===== config.mk =====
export PLATFORM = sky130hd
export DESIGN_NAME = pc_redirect
export DESIGN_NICKNAME = d
export VERILOG_FILES = /design/src/rtl/pc_redirect.sv
export SDC_FILE = /design/constraint.sdc
export NUM_CORES = 1
export LEC_CHECK = 0
export BUFFER_PORTS_ARGS = -buffer_cell sky130_fd_sc_hd__buf_4
export CORE_ASPECT_RATIO = 0.6
export CORE_MARGIN = 5
export CORE_UTILIZATION = 54
export CTS_CLUSTER_DIAMETER = 120
export DETAILED_ROUTE_END_ITERATION = 10
export HOLD_SLACK_MARGIN = 0.08
export PLACE_DENSITY = 0.87
export SYNTH_ARGS = -nofsm -noshare
export SYNTH_HDL_FRONTEND = slang
export SYNTH_SLANG_ARGS = --single-unit

===== constraint.sdc =====
create_clock -name clk -period 6.4 [get_ports clk]
set_clock_uncertainty 0.05 [all_clocks]
set_input_delay 1.28 -clock clk [delete_from_list [all_inputs] [get_ports clk]]
set_output_delay 1.28 -clock clk [all_outputs]
set_load 0.03 [all_outputs]

===== src/rtl/pc_redirect.sv =====
// Program counter with branch/jump redirect, misaligned-target trap and
// pipeline flush generation. The redirect decision is taken from the MEM stage
// and overrides a load-use stall.
module pc_redirect #(
  parameter logic [31:0] RESET_PC = 32'h0000_0000,
  parameter logic [31:0] TRAP_VEC = 32'h0000_0100
) (
  input  logic        clk,
  input  logic        rst,
  input  logic        stall,
  input  logic        branch_taken,
  input  logic        jump,
  input  logic [31:0] target,
  input  logic        trap_ack,
  output logic [31:0] pc,
  output logic [31:0] pc_plus4,
  output logic        fetch_valid,
  output logic        flush_if_id,
  output logic        flush_id_ex,
  output logic        flush_ex_mem,
  output logic        trap_misalign,
  output logic [15:0] redirect_cnt
);

  localparam logic [1:0] ST_BOOT      = 2'd0;
  localparam logic [1:0] ST_RUN       = 2'd1;
  localparam logic [1:0] ST_TRAP_WAIT = 2'd2;

  logic [1:0]  state_q, state_d;
  logic [31:0] pc_q, pc_d;
  logic [15:0] cnt_q, cnt_d;
  logic        trap_q, trap_d;
  logic        redirect_req;
  logic        in_run;

  // Next-state, next-pc and counter logic; redirects are only honoured in RUN.
  always_comb begin
    state_d      = state_q;
    pc_d         = pc_q;
    cnt_d        = cnt_q;
    trap_d       = trap_q;
    redirect_req = branch_taken | jump;
    in_run       = (state_q == ST_RUN);
    case (state_q)
      ST_BOOT: begin
        state_d = ST_RUN;
      end
      ST_RUN: begin
        if (redirect_req) begin
          // Saturate so a long-running counter never wraps back to small values.
          if (cnt_q != 16'hFFFF) begin
            cnt_d = cnt_q + 16'd1;
          end
          if (target[1:0] == 2'b00) begin
            pc_d = target;
          end else begin
            pc_d    = TRAP_VEC;
            state_d = ST_TRAP_WAIT;
            trap_d  = 1'b1;
          end
        end else if (!stall) begin
          pc_d = pc_q + 32'd4;
        end
      end
      ST_TRAP_WAIT: begin
        // Fetch stays parked on the trap vector until the handler acknowledges.
        if (trap_ack) begin
          state_d = ST_RUN;
          trap_d  = 1'b0;
        end
      end
      default: begin
        // Unreachable encoding: recover through the boot cycle.
        state_d = ST_BOOT;
        pc_d    = RESET_PC;
        trap_d  = 1'b0;
      end
    endcase
  end

  // State registers with asynchronous reset to the boot condition.
  always_ff @(posedge clk or posedge rst) begin
    if (rst) begin
      state_q <= ST_BOOT;
      pc_q    <= RESET_PC;
      cnt_q   <= 16'd0;
      trap_q  <= 1'b0;
    end else begin
      state_q <= state_d;
      pc_q    <= pc_d;
      cnt_q   <= cnt_d;
      trap_q  <= trap_d;
    end
  end

  assign pc            = pc_q;
  assign pc_plus4      = pc_q + 32'd4;
  assign fetch_valid   = in_run;
  assign flush_if_id   = in_run & redirect_req;
  assign flush_id_ex   = in_run & redirect_req;
  assign flush_ex_mem  = in_run & redirect_req;
  assign trap_misalign = trap_q;
  assign redirect_cnt  = cnt_q;

endmodule


==> impl_metrics.ini, run 1 <==
[detailed_routing]
dr_total_vias = 3344
via_per_inst = 5.919
dr_iter_0_viols = 274
wire_per_inst_um = 17.33
drtAntennaViolNets = 0
route.detailed.drc = 0
drt_first_pass_iters = 7
totalWireLength_mm = 9.790

[grt]
grt_first_pass_wirelength_mm = 15.57
grt_remaining_overflow = 0
grt_max_degree = 52
grt_use_total = 0.2491
grt_antenna_before_repair = 0
grt_pass1_vias = 3031

[clock_tree]
post-cts-setup-buffers = 0
cts_tree = done
cts_inserted_buffers = 5
cts.htree.levels = 2
clk_latency_ns = 0.30
root_buffer = sky130_fd_sc_hd__clkbuf_8
cts_resized = 0
numClockSinks = 51
clock_pin_slew_worst_setup_and_hold_paths_ns = 0.10
clock_tree.buffer_depth = 2
ctsHoldBuffers = 0

[power_and_ir_drop]
seq_power_share = 0.336
pwr-share-clk = 0.125
combPwrFrac = 0.540
sw_frac_of_total = 0.4964
p_total_mw = 1.548
lkg_pwr_nw = 2.069
power_per_cell_area_mw_per_mm2 = 362.7
max-vdd-ir-drop_mv = 0.2863
power.switching_uw = 768.5
power.internal_uw = 779.7

[sta]
finalCriticalPeriod_ns = 4.341
max_clock_freq_mhz = 230.4
timing_worst_slew_pin_value_ns = 1.105
setup_violations = 0
fin_tns_setup_ns = 0
timing.slew.headroom = 0.2599
rsz_0062_raised_after_global_routing = false
hold_violation_total_from_the_final_report = 0
timing_max_transition_violations_final = 0
period_share = 0.6782

[placed_design]
detailed_place.area_mm2 = 0.004180
dpl.hpwl_mm = 7.303
portBuffers = 122
place_congestion = 0.8415

[floorplan]
die-area_mm2 = 0.007725
core_mm2 = 0.005702
chipWidth_um = 110.2
io_pins = 123
row_count = 21
die_h_um = 70.11
start_util = 0.5703

[layout]
syn2layout_area_growth_pct = 31.24
antenna-diode-count = 0
proportion_of_layout_cells_with_a_drive_suffix_above_1 = 0.2990
sequential_cell_area_mm2 = 0.001276
multi_input_logic_area_mm2 = 0.001821
mostFrequentLayoutCell = sky130_fd_sc_hd__buf_4
postLayoutCellArea_mm2 = 0.004268
n_fill_cell = 437
final_net_count = 525
mostFrequentLayoutCells = sky130_fd_sc_hd__buf_4 (125), sky130_fd_sc_hd__dfrtp_1 (51), sky130_fd_sc_hd__nand2_1 (36), sky130_fd_sc_hd__nor2_1 (35), sky130_fd_sc_hd__nand3_1 (30)

[synthesis]
adder_and_majority_gate_portion_of_the_synthesized_area = 0.007695
synthArstFlopShare = 1.000
synth.yosys.seq_area_share = 0.3925
simple_gate_area_share_of_the_yosys_netlist = 0.2593
syn_area_per_cell_um2 = 8.580
yosys_warnings = 0
synth-compound-area-share = 0.1651
yosys_most_used_dff = sky130_fd_sc_hd__dfrtp_1
synth_fp_nets = 419
post_synth_mux_area_share = 0.01578
netlist_instances = 379
synth_top_family_by_area = simple AND/OR/NAND/NOR gates
post_synth_xor_area_fraction = 0.1104
synth_edf_count = 0
synth.distinct_cells = 51
yosys_register_bits = 51
synth_area_mm2 = 0.003252

[setup_path]
startpoint_type = flop
critPathKind = reg2out
worstSetupEndpointType = output pin
crit_fanout = 13
timing.critical_path.required_ns = 5.07
crit_arrival_ns = 3.01

[status]
run_status = finished clean

[job]
maxcap_violations = 0

[worst_hold_path]
min_delay_worst_type = reg2reg
state kept, by name, indices dropped and copies added (netlist names):
name           flops
redirect_cnt      16
trap_misalign      1
state_q            2
pc                32
power groups by stage:
stage	sequential (mW)	combinational [mW]	clock, mW
after floorplan	0.613	0.438	0
after global placement	0.514	0.827	0
after detailed placement	0.522	0.833	0
after CTS	0.516	0.836	0.193
after global routing	0.538	0.894	0.208
final	0.520	0.835	0.193
layout make-up:
cell class | count | share of cell area
clock buffer | 6 | 0.01935
multi-input combinational | 290 | 0.4266
timing repair buffer | 125 | 0.2199
inverter | 12 | 0.01055
clock inverter | 1 | 0.001173
sequential | 51 | 0.2990
tap | 80 | 0.02345
logic make-up (layout without fill, tap and decap cells):
logic type	after synthesis	after routing
compound gates	82	82
buf+inv	38	144
fa+ha+maj	2	2
xor+xnor	41	41
flops	51	51
simple gates	160	160
mux	5	5
path summary, 6_finish.rpt:
path | slack (ns) | endpoint | depth (start not counted) | start
max | 2.06 | pc_plus4[31] | 6 | pc[5]
min | 0.45 | trap_misalign | 2 | trap_misalign
max reg2reg | 3.67 | pc[31] | 5 | pc[5]
min reg2reg | 0.45 | trap_misalign | 2 | trap_misalign
max in group asynchronous | 4.46 | pc[8] | 2 | rst
min in group asynchronous | 1.19 | pc[25] | 2 | rst
critical path, stage by stage (launching register included):
cell	delay, ns
sky130_fd_sc_hd__dfrtp_1	0.47
sky130_fd_sc_hd__nand4_1	0.36
sky130_fd_sc_hd__nor2_1	0.77
sky130_fd_sc_hd__nand2_1	0.18
sky130_fd_sc_hd__or4_4	0.59
sky130_fd_sc_hd__xnor2_1	0.15
sky130_fd_sc_hd__buf_4	0.18
layer usage:
metal / global-route usage / up-vias / wire length [um]
met1: 0.3806 / 1545 / 4384
li1: - / 1579 / -
met3: 0.05709 / 14 / 1087
met5: 0 / - / 0
met4: 0.05328 / 0 / 87
met2: 0.3575 / 206 / 4231
cells in the mapped netlist (4+ instances only):
cell / count / area (um2)
sky130_fd_sc_hd__o2bb2ai_1: 4 / 35.03
sky130_fd_sc_hd__xor2_1: 15 / 131.4
sky130_fd_sc_hd__or4_1: 5 / 37.54
sky130_fd_sc_hd__and3_1: 8 / 50.05
sky130_fd_sc_hd__nand2_1: 36 / 135.1
sky130_fd_sc_hd__xnor2_1: 26 / 227.7
sky130_fd_sc_hd__o21ai_0: 18 / 90.09
sky130_fd_sc_hd__nor2_1: 35 / 131.4
sky130_fd_sc_hd__a22oi_1: 11 / 82.58
sky130_fd_sc_hd__a21oi_1: 11 / 55.05
sky130_fd_sc_hd__a31oi_1: 4 / 25.02
sky130_fd_sc_hd__buf_4: 4 / 30.03
sky130_fd_sc_hd__o21ai_1: 13 / 65.06
sky130_fd_sc_hd__inv_1: 10 / 37.54
sky130_fd_sc_hd__nor3_1: 14 / 70.07
sky130_fd_sc_hd__mux2i_1: 4 / 40.04
sky130_fd_sc_hd__nand4_1: 12 / 75.07
sky130_fd_sc_hd__clkbuf_1: 18 / 67.56
sky130_fd_sc_hd__nand3_1: 30 / 150.1
sky130_fd_sc_hd__dfrtp_1: 51 / 1276
through the flow:
step | cells | util | setup slack (ns) | hold WS [ns]
5_1_grt | 565 | 0.7485 | 1.869 | 0.4894
6_report | 565 | 0.7485 | 2.059 | 0.4530
3_5_place_dp | 558 | 0.7332 | 2.448 | 0.4202
4_1_cts | 565 | 0.7485 | 2.107 | 0.4492
2_1_floorplan | 379 | - | 2.602 | 0.4412
3_3_place_gp | 558 | 0.7332 | 2.565 | 0.4282
Power figures use the tool's default switching activity.
==> run 2: changes to the inputs <==
--- a/config.mk
+++ b/config.mk
@@ -5,14 +5,15 @@
 export SDC_FILE = /design/constraint.sdc
 export NUM_CORES = 1
 export LEC_CHECK = 0
+export ABC_AREA = 1
 export BUFFER_PORTS_ARGS = -buffer_cell sky130_fd_sc_hd__buf_4
 export CORE_ASPECT_RATIO = 0.6
 export CORE_MARGIN = 5
-export CORE_UTILIZATION = 54
+export CORE_UTILIZATION = 51
 export CTS_CLUSTER_DIAMETER = 120
 export DETAILED_ROUTE_END_ITERATION = 10
 export HOLD_SLACK_MARGIN = 0.08
-export PLACE_DENSITY = 0.87
+export PLACE_DENSITY = 0.81
 export SYNTH_ARGS = -nofsm -noshare
 export SYNTH_HDL_FRONTEND = slang
 export SYNTH_SLANG_ARGS = --single-unit
==> constraint.sdc (replaced) <==
create_clock -name clk -period 4 [get_ports clk]
set_clock_uncertainty 0.05 [all_clocks]
set_input_delay 0.8 -clock clk [delete_from_list [all_inputs] [get_ports clk]]
set_output_delay 0.8 -clock clk [all_outputs]
set_load 0.03 [all_outputs]
==> impl_metrics.ini, run 2 <==
[status]
run_status = finished clean

[job]
maxcap_violations = 0

[sta]
fin_tns_setup_ns = 0
finalCriticalPeriod_ns = 2.811
timing_max_transition_violations_final = 0
period_share = 0.7026
timing_worst_slew_pin_value_ns = 0.7329
setup_violations = 0
max_clock_freq_mhz = 355.8
timing.slew.headroom = 0.5097
hold_violation_total_from_the_final_report = 0
rsz_0062_raised_after_global_routing = false

[setup_path]
critPathKind = reg2out
timing.critical_path.required_ns = 3.15
critical_path.reg2reg.endpoint = pc[26]
startpoint_type = flop
crit_arrival_ns = 1.96
crit_fanout = 4
worst_path_dominant_cell_family = simple AND/OR/NAND/NOR gates
timing.critical_path.cells = ha_1 -> nand2_1 -> nor2_4 -> nand2_2 -> nor2_2 -> xor2_1 -> buf_4
timing.reg2reg.setup_slack_ns = 1.82
crit_path_max_incr_delay_ns = 0.41
worstSetupEndpointType = output pin
r2r-start = state_q[0]
critPathBufInv = 1
crit_slowest_cell = sky130_fd_sc_hd__dfrtp_1
worst_r2r_path_depth = 7

[layout]
largest_register_ffs = 32
proportion_of_layout_cells_with_a_drive_suffix_above_1 = 0.2891
mostFrequentLayoutCell = sky130_fd_sc_hd__nand2_1
mostFrequentLayoutCells = sky130_fd_sc_hd__nand2_1 (157), sky130_fd_sc_hd__buf_4 (125), sky130_fd_sc_hd__nor2_1 (65), sky130_fd_sc_hd__dfrtp_1 (51), sky130_fd_sc_hd__a21oi_1 (49)
finish.cell_count_without_fillers = 682
antenna-diode-count = 0
final_net_count = 634
syn2layout_area_growth_pct = 31.01

[floorplan]
die_h_um = 74.08
chipWidth_um = 116.8
row_count = 23
io_pins = 123
die-area_mm2 = 0.008651
start_util = 0.5227
core_mm2 = 0.006676

[synthesis]
yosys_most_used_dff = sky130_fd_sc_hd__dfrtp_1
synthArstFlopShare = 1.000
yosys_register_bits = 51
synth_top_area_cell = sky130_fd_sc_hd__dfrtp_1
synth_fp_nets = 519
synth_area_mm2 = 0.003490
netlist_instances = 479
synth_most_common_cell = sky130_fd_sc_hd__nand2_1
synth.distinct_cells = 32
yosys_warnings = 0
synthDominantCellAreaShare = 0.3657
synth.yosys.seq_area_share = 0.3657
synth.cells.most_frequent = sky130_fd_sc_hd__nand2_1 (157), sky130_fd_sc_hd__nor2_1 (65), sky130_fd_sc_hd__dfrtp_1 (51), sky130_fd_sc_hd__a21oi_1 (49), sky130_fd_sc_hd__inv_1 (31)
synth_edf_count = 0
synthTopCellsByArea = sky130_fd_sc_hd__dfrtp_1 (37%), sky130_fd_sc_hd__nand2_1 (17%), sky130_fd_sc_hd__a21oi_1 (7.0%), sky130_fd_sc_hd__nor2_1 (7.0%), sky130_fd_sc_hd__xor2_1 (3.5%)
syn_area_per_cell_um2 = 7.285

[grt]
grt_first_pass_wirelength_mm = 17.05
grt_antenna_before_repair = 0
grt_remaining_overflow = 0
grt_max_degree = 38
grt_pass1_vias = 3411
grt_use_total = 0.2497

[placed_design]
portBuffers = 122
place.detailed.instances = 674
place_congestion = 0.9652
dpl.hpwl_mm = 8.300

[detailed_routing]
drtAntennaViolNets = 0
wire_per_inst_um = 15.79
dr_iter_0_viols = 423
dr_total_vias = 3648
totalWireLength_mm = 10.77
met3_length_mm = 1.020
wl_met1_mm = 5.023
via_per_inst = 5.349
route.met2.wl_mm = 4.652
drt_first_pass_iters = 5
topRoutingLayerUsed = met4
route.detailed.drc = 0

[power_and_ir_drop]
power_per_cell_area_mw_per_mm2 = 803.8
lkg_pwr_nw = 2.262
max-vdd-ir-drop_mv = 0.4137

[clock_tree]
cts.htree.levels = 2
root_buffer = sky130_fd_sc_hd__clkbuf_16
clock_tree.buffer_depth = 2
ctsHoldBuffers = 0
clock_pin_slew_worst_setup_and_hold_paths_ns = 0.07
cts_inserted_buffers = 5
post-cts-setup-buffers = 0
cts_tree = done
numClockSinks = 51
clk_latency_ns = 0.29
cts_resized = 0

[worst_hold_path]
timing.hold.worst_path_depth = 1
hold_end = redirect_cnt[0]
launch_point_of_the_worst_hold_path = redirect_cnt[0]
min_delay_worst_type = reg2reg
## run 2: worst max-delay path by stage
stage,depth (start not counted),to,start
5_1_grt,7,pc_plus4[16],pc[2]
6_report,7,pc_plus4[16],pc[3]
3_3_place_gp,7,pc[8],jump
4_1_cts,7,pc_plus4[16],pc[3]
3_5_place_dp,7,pc[26],jump
2_1_floorplan,6,pc_plus4[16],pc[3]
## run 2: layout make-up
| type | count | area, um2 |
|---|---|---|
| Fill cell | 573 | 2105 |
| Multi-Input combinational cell | 377 | 1983 |
| Sequential cell | 51 | 1276 |
| Timing Repair Buffer | 125 | 938.4 |
| Clock buffer | 7 | 132.6 |
| Inverter | 34 | 127.6 |
| Tap cell | 87 | 108.9 |
| Clock inverter | 1 | 5.005 |
## run 2: cell families after synthesis
| logic type | count (synthesis) | synth area share |
|---|---|---|
| and+or+nand+nor | 273 | 0.3568 |
| adders and majority gates | 2 | 0.007170 |
| AOI/OAI and AO/OA | 72 | 0.1122 |
| xor gates and xnor gates | 30 | 0.09036 |
| DFF | 51 | 0.3657 |
| buffers and inverters | 51 | 0.06776 |
## run 2: worst reg2reg max path, cell delays in order (launching register included)
cell and delay, ns:
sky130_fd_sc_hd__dfrtp_1 0.47, sky130_fd_sc_hd__nand2_2 0.15, sky130_fd_sc_hd__inv_2 0.09, sky130_fd_sc_hd__nand3_1 0.08
sky130_fd_sc_hd__nand2_2 0.55, sky130_fd_sc_hd__inv_2 0.42, sky130_fd_sc_hd__nor2_1 0.20, sky130_fd_sc_hd__a21oi_1 0.06
## run 2: metal layers
| metal | vias up | track usage |
|---|---|---|
| met3 | 10 | 0.04959 |
| met2 | 172 | 0.3800 |
| li1 | 1734 | - |
| met4 | 0 | 0.04198 |
| met5 | - | 0 |
| met1 | 1732 | 0.3771 |
## run 2: power breakdown
part / total (mW) / internal, mW / switching (mW)
registers: 1.00 / 0.708 / 0.296
logic: 2.25 / 0.768 / 1.48
clock network: 0.422 / 0.232 / 0.190
total: 3.67 / 1.71 / 1.97
## run 2: stage by stage
step	total power [mW]	hold slack (ns)	worst slack, ns	area [um2]	utilization
after floorplan	2.453	0.4915	1.371	3490	-
after global placement	3.200	0.4702	1.299	4434	0.6642
after detailed placement	3.252	0.4785	1.225	4434	0.6642
after CTS	3.674	0.4945	1.224	4572	0.6848
after global routing	3.892	0.5304	1.044	4572	0.6848
final	3.675	0.4917	1.189	4572	0.6848
